===== src/rtl/acc_cpu_pkg.sv =====
// rtl/acc_cpu_pkg.sv - opcodes, FSM encoding and width helpers for the accumulator CPU
package acc_cpu_pkg;

    localparam logic [3:0] OP_NOP = 4'h0;
    localparam logic [3:0] OP_LDI = 4'h1;
    localparam logic [3:0] OP_ADD = 4'h2;
    localparam logic [3:0] OP_SUB = 4'h3;
    localparam logic [3:0] OP_AND = 4'h4;
    localparam logic [3:0] OP_OR  = 4'h5;
    localparam logic [3:0] OP_XOR = 4'h6;
    localparam logic [3:0] OP_SHL = 4'h7;
    localparam logic [3:0] OP_SHR = 4'h8;
    localparam logic [3:0] OP_IN  = 4'h9;
    localparam logic [3:0] OP_OUT = 4'hA;
    localparam logic [3:0] OP_JMP = 4'hB;
    localparam logic [3:0] OP_JZ  = 4'hC;
    localparam logic [3:0] OP_JC  = 4'hD;
    localparam logic [3:0] OP_RSV = 4'hE;
    localparam logic [3:0] OP_HLT = 4'hF;

    typedef enum logic [1:0] {
        ST_IDLE = 2'd0,
        ST_RUN  = 2'd1,
        ST_HALT = 2'd2
    } state_t;

    // Instruction word is a 4-bit opcode above a DATA_W-wide immediate.
    function automatic int calc_iw(input int data_w);
        return 4 + data_w;
    endfunction

endpackage


===== src/rtl/acc_cpu_alu.sv =====
// rtl/acc_cpu_alu.sv - combinational ALU producing the new accumulator and carry
module acc_cpu_alu
    import acc_cpu_pkg::*;
#(
    parameter int DATA_W = 4
) (
    input  logic [DATA_W-1:0] acc,
    input  logic [DATA_W-1:0] imm,
    input  logic [DATA_W-1:0] ext_in,
    input  logic [3:0]        opcode,
    output logic [DATA_W-1:0] result,
    output logic              carry_out,
    output logic              carry_we,
    output logic              acc_we
);

    logic [DATA_W:0] wide;

    always_comb begin
        result    = acc;
        carry_out = 1'b0;
        carry_we  = 1'b0;
        acc_we    = 1'b0;
        wide      = '0;
        case (opcode)
            OP_LDI: begin result = imm; acc_we = 1'b1; end
            OP_ADD: begin
                wide      = {1'b0, acc} + {1'b0, imm};
                result    = wide[DATA_W-1:0];
                carry_out = wide[DATA_W];
                carry_we  = 1'b1;
                acc_we    = 1'b1;
            end
            // The extra top bit of the widened difference is the borrow.
            OP_SUB: begin
                wide      = {1'b0, acc} - {1'b0, imm};
                result    = wide[DATA_W-1:0];
                carry_out = wide[DATA_W];
                carry_we  = 1'b1;
                acc_we    = 1'b1;
            end
            OP_AND: begin result = acc & imm; acc_we = 1'b1; end
            OP_OR:  begin result = acc | imm; acc_we = 1'b1; end
            OP_XOR: begin result = acc ^ imm; acc_we = 1'b1; end
            OP_SHL: begin
                result    = acc << 1;
                carry_out = acc[DATA_W-1];
                carry_we  = 1'b1;
                acc_we    = 1'b1;
            end
            OP_SHR: begin
                result    = acc >> 1;
                carry_out = acc[0];
                carry_we  = 1'b1;
                acc_we    = 1'b1;
            end
            OP_IN:  begin result = ext_in; acc_we = 1'b1; end
            default: ;
        endcase
    end

endmodule


===== src/rtl/acc_cpu_param.sv =====
// rtl/acc_cpu_param.sv - parametrised accumulator CPU with run/step/halt control
module acc_cpu_param
    import acc_cpu_pkg::*;
#(
    parameter int DATA_W = 4,
    parameter int ADDR_W = 4,
    parameter int IW     = calc_iw(DATA_W)
) (
    input  logic              clk,
    input  logic              rst,
    input  logic              clear,
    input  logic              run,
    input  logic              step,
    input  logic              prog_we,
    input  logic [ADDR_W-1:0] prog_addr,
    input  logic [IW-1:0]     prog_data,
    input  logic              acc_we,
    input  logic [DATA_W-1:0] acc_din,
    input  logic [DATA_W-1:0] ext_in,
    output logic [DATA_W-1:0] acc,
    output logic [ADDR_W-1:0] pc,
    output logic              zero,
    output logic              carry,
    output logic [DATA_W-1:0] out_data,
    output logic              out_valid,
    output logic              busy,
    output logic              halted
);

    localparam int DEPTH = 2 ** ADDR_W;

    logic [IW-1:0]     prog_mem [DEPTH];
    state_t            state;
    logic [IW-1:0]     instr;
    logic [3:0]        opcode;
    logic [DATA_W-1:0] imm;
    logic [ADDR_W-1:0] next_pc;
    logic [DATA_W-1:0] alu_result;
    logic              alu_carry;
    logic              alu_carry_we;
    logic              alu_acc_we;
    logic              host_write;
    logic              exec;

    assign instr  = prog_mem[pc];
    assign opcode = instr[IW-1:DATA_W];
    assign imm    = instr[DATA_W-1:0];
    assign busy   = (state == ST_RUN);
    assign halted = (state == ST_HALT);

    // Host writes only land while the core is stopped, and they pre-empt run/step.
    assign host_write = (state != ST_RUN) && (prog_we || acc_we);
    assign exec = !clear && !host_write &&
                  (((state == ST_RUN) && run) || ((state == ST_IDLE) && step && !run));

    acc_cpu_alu #(.DATA_W(DATA_W)) u_alu (
        .acc       (acc),
        .imm       (imm),
        .ext_in    (ext_in),
        .opcode    (opcode),
        .result    (alu_result),
        .carry_out (alu_carry),
        .carry_we  (alu_carry_we),
        .acc_we    (alu_acc_we)
    );

    always_comb begin
        next_pc = pc + 1'b1;
        case (opcode)
            OP_JMP: next_pc = imm[ADDR_W-1:0];
            OP_JZ:  if (zero)  next_pc = imm[ADDR_W-1:0];
            OP_JC:  if (carry) next_pc = imm[ADDR_W-1:0];
            OP_HLT: next_pc = pc;
            default: ;
        endcase
    end

    always_ff @(posedge clk or posedge rst) begin
        if (rst) begin
            state     <= ST_IDLE;
            acc       <= '0;
            pc        <= '0;
            zero      <= 1'b0;
            carry     <= 1'b0;
            out_data  <= '0;
            out_valid <= 1'b0;
            for (int i = 0; i < DEPTH; i++) prog_mem[ADDR_W'(i)] <= '0;
        end else begin
            out_valid <= 1'b0;
            if (clear) begin
                state    <= ST_IDLE;
                acc      <= '0;
                pc       <= '0;
                zero     <= 1'b0;
                carry    <= 1'b0;
                out_data <= '0;
            end else if (host_write) begin
                if (prog_we) prog_mem[prog_addr] <= prog_data;
                if (acc_we)  acc <= acc_din;
            end else begin
                case (state)
                    ST_IDLE: if (run)  state <= ST_RUN;
                    ST_RUN:  if (!run) state <= ST_IDLE;
                    default: ;
                endcase
                if (exec) begin
                    if (alu_acc_we) begin
                        acc  <= alu_result;
                        zero <= (alu_result == '0);
                    end
                    if (alu_carry_we) carry <= alu_carry;
                    if (opcode == OP_OUT) begin
                        out_data  <= acc;
                        out_valid <= 1'b1;
                    end
                    pc <= next_pc;
                    if (opcode == OP_HLT) state <= ST_HALT;
                end
            end
        end
    end

endmodule


===== config.mk =====
export PLATFORM = sky130hd
export DESIGN_NAME = acc_cpu_param
export DESIGN_NICKNAME = d
export VERILOG_FILES = /design/src/rtl/acc_cpu_pkg.sv /design/src/rtl/acc_cpu_alu.sv /design/src/rtl/acc_cpu_param.sv
export SDC_FILE = /design/constraint.sdc
export NUM_CORES = 1
export LEC_CHECK = 0
export ABC_CLOCK_PERIOD_IN_PS = 4600
export BUFFER_PORTS_ARGS = -buffer_cell sky130_fd_sc_hd__buf_2
export CAP_MARGIN = 30
export CORE_MARGIN = 2
export CORE_UTILIZATION = 55
export DETAILED_ROUTE_END_ITERATION = 10
export PLACE_DENSITY_LB_ADDON = 0.25
export SYNTH_ARGS = -nofsm -noshare
export SYNTH_HDL_FRONTEND = slang
export SYNTH_SLANG_ARGS = --single-unit

===== constraint.sdc =====
create_clock -name clk -period 4.6 [get_ports clk]
set_clock_uncertainty 0.1 [all_clocks]
set_input_delay 0.69 -clock clk [delete_from_list [all_inputs] [get_ports clk]]
set_output_delay 0.69 -clock clk [all_outputs]
set_load 0.02 [all_outputs]

==> metrics.yaml <==
grt:
  grt_max_degree: 34
  antenna_found_initial: 0
  first_global_vias: 5121
  grt_usage_pct: 28.8
  overflow: 0
  grt_pass1_wl_mm: 30.5
clock_network:
  clockRootBuffer: "clkbuf_16"
  cts_max_level: 4
  cts_hold_buf: 0
  numCtsBuffers: 17
  tritoncts: "yes"
  clkSinkCount: 145
  cts_resized: 0
  cts_setup_buffers: 0
  clockBufferDepth: 2
  clk_latency_ns: 0.43
  path_clk_slew_ns: 0.06
setup_path:
  reg2reg_depth: 12
  critPathKind: "register to register"
  crit_fanout: 22
  timing.rr.start: "pc[0]$_DFFE_PP0P_"
  cp_slowest_stage_delay_ns: 0.74
  reg2reg_slack_ns: 0.64
  reg2reg_to: "zero$_DFFE_PP0P_"
  cp_slowest_cell: "dfrtp_1"
  end_kind: "register"
  crit_top_cell: "inv_1"
  crit_chain: "buf_4 -> mux4_2 -> a22oi_1 -> and3_1 -> inv_1 -> ha_1 -> inv_1 -> fa_1 -> nand3_1 -> a31oi_1 -> or3_1 -> o31ai_1"
  arrival_ns: 4.18
  cp_data_required_time_ns: 4.83
  startpoint_type: "register"
synth:
  mappedNetlistNets: 600
  synth_seq_area_share_pct: 53.2
  yosys.area.top_type: "dfrtp_1"
  synth_compound_area_share_pct: 9.72
  yosys_warnings: 0
  synth_top_area_share_pct: 27.3
  synth_fa_ha_area_share_pct: 2.90
  synth_edf_count: 64
  synth_flop_cell: "dfrtp_1"
  synth_seq_cells: 145
  yosys.area_share.simple_pct: 9.15
  synth-xor-area-share_pct: 0.354
  async_flop_share_pct: 55.9
  synth_top_family_by_area: "multiplexers"
  yosysMostFrequentCell: "dfrtp_1"
  ys_top_cells_by_count: "dfrtp_1, mux2_2, edfxtp_1, nand2_1, nor2_1"
  syn-cell-area_mm2: 0.00743
  ys_top_cells_by_area: "dfrtp_1, edfxtp_1, mux2_2, mux4_2, mux2i_1"
  syn_avg_cell_area_um2: 13.3
  synth_cell_types: 68
  muxShareOfSynthArea_pct: 22.1
  synth_cells: 557
sta:
  timing.final.crit_share_pct: 86.0
  hold_violations: 0
  fmax_ghz: 0.253
  period_needed_ns: 3.96
  finalSetupViolations: 0
  drv_slew: 0
  maxSlewHeadroom_pct: 48.5
  setup_tns_ns: 0
  rsz0062_at_grt: "no"
  tightest_slew_ns: 0.750
drt:
  ant_nets: 0
  vias_per_cell: 6.42
  first_pass_iters: 5
  dr_total_vias: 5177
  drt_iter0_drc: 483
  drc_errors: 0
  finalWirelength_mm: 19.7
  wire_per_inst_um: 24.4
floorplanning:
  coreArea_mm2: 0.0132
  die_w_um: 120
  fp-row-count: 42
  start_util_pct: 56.3
  io_pins: 44
  die_area_mm2: 0.0145
  die_h_um: 120
layout:
  finish.net_count: 661
  diodes: 0
  final_cells: 807
  area_growth_syn_to_layout_pct: 14.5
  drive_above_1_share_pct: 32.3
placed_design:
  gp_congestion: 0.967
  place_inst: 774
  dp_hpwl_mm: 13.8
  port_buffers: 43
power:
  peakVddDrop_uv: 280
  finalPower_mw: 3.63
  leakagePower_nw: 3.41
  power_density_mw_per_mm2: 427
outcome:
  status: "completed"
hold_path:
  min_path_type: "primary input to async pin"
flow_run:
  cap_violations: 0
cell usage in the layout (no fill, tap or decap), types with 4 or more instances in the layout:
cell type  Yosys  layout
nand4_1        9       9
clkinv_2       0       4
buf_4          3      16
a21oi_1       18      18
nand2_1       31      31
nand2b_1       7       7
o21a_1         5       5
a211oi_1       6       6
inv_1         14      13
mux4_2        22      22
mux2_2        68      68
and2_1         4       4
o22ai_1        6       6
nor2b_1        8       8
o21ai_1        6       6
nand3_1       13      13
a32oi_1        4       4
nor2_1        27      27
nor4_1         4       4
mux2i_1       26      26
dfrtp_1       81      81
mux2_1         8       8
o21ai_2        5       5
clkbuf_16      0      20
o21ai_0       12      12
a31oi_1        5       5
a22oi_1        5       5
a22o_1         5       5
buf_2          7      43
edfxtp_1      64      64
ha_1          14      14
nor3_1         8       7
state kept, by name, indices dropped and copies added (netlist names):
register,flops
state,2
zero,1
carry,1
out_data,4
acc,4
out_valid,1
prog_mem,128
pc,4
worst max-delay path by stage:
stage | startpoint | endpoint | slack [ns]
4_1_cts | pc[0]$_DFFE_PP0P_ | zero$_DFFE_PP0P_ | 0.61
6_report | pc[0]$_DFFE_PP0P_ | zero$_DFFE_PP0P_ | 0.64
3_3_place_gp | pc[0]$_DFFE_PP0P_ | zero$_DFFE_PP0P_ | 0.75
3_5_place_dp | pc[0]$_DFFE_PP0P_ | zero$_DFFE_PP0P_ | 0.67
5_1_grt | pc[0]$_DFFE_PP0P_ | zero$_DFFE_PP0P_ | 0.33
2_1_floorplan | pc[1]$_DFFE_PP0P_ | zero$_DFFE_PP0P_ | 0.92
worst max-delay path: cells and delay by family (launching register included):
| kind | cells | cell delay, ns |
|---|---|---|
| flip-flops | 1 | 0.74 |
| AND/OR/NAND/NOR | 3 | 0.65 |
| adder cells (fa/ha/maj) | 2 | 0.65 |
| buffers and inverters | 3 | 0.58 |
| AO/OA/AOI/OAI | 3 | 0.58 |
| multiplexers | 1 | 0.56 |
per-layer routing:
layer  track usage (%)  wire, um  vias up
li1                  -         -     2272
met2              46.4      9550      224
met4              10.5       492        0
met1              40.1      8370     2634
met3              4.81      1280       47
met5                 0         0        -
cells by family after synthesis:
kind of cell,after synthesis
flip-flops,145
buffers and inverters,37
AO/OA/AOI/OAI,101
XOR/XNOR,3
AND/OR/NAND/NOR,129
multiplexers,126
adder cells (fa/ha/maj),16
report_power, final:
group	internal, mW	switching [mW]	total (mW)
sequential	1.47	0.0798	1.55
combinational	0.303	0.392	0.695
clock	0.844	0.544	1.39
final cells by class:
class,count,area [um^2]
clock inverters,10,93.8
well taps,176,220
inverters,16,60.1
multi-input cells,375,3290
flip-flops and latches,145,3950
fillers,1007,4680
repair buffers,63,389
clock buffers,22,508
per-stage QoR:
stage               cell area, um^2  setup WS (ns)  hold WS [ns]  util (%)
floorplan                      7430          0.924         0.372         -
global placement               7850          0.748         0.380      59.5
detailed placement             7900          0.671         0.388      59.9
CTS                            8500          0.612         0.225      64.4
global route                   8510          0.335         0.271      64.5
finish                         8510          0.644         0.217      64.5
(Power assumes the default switching activity.)
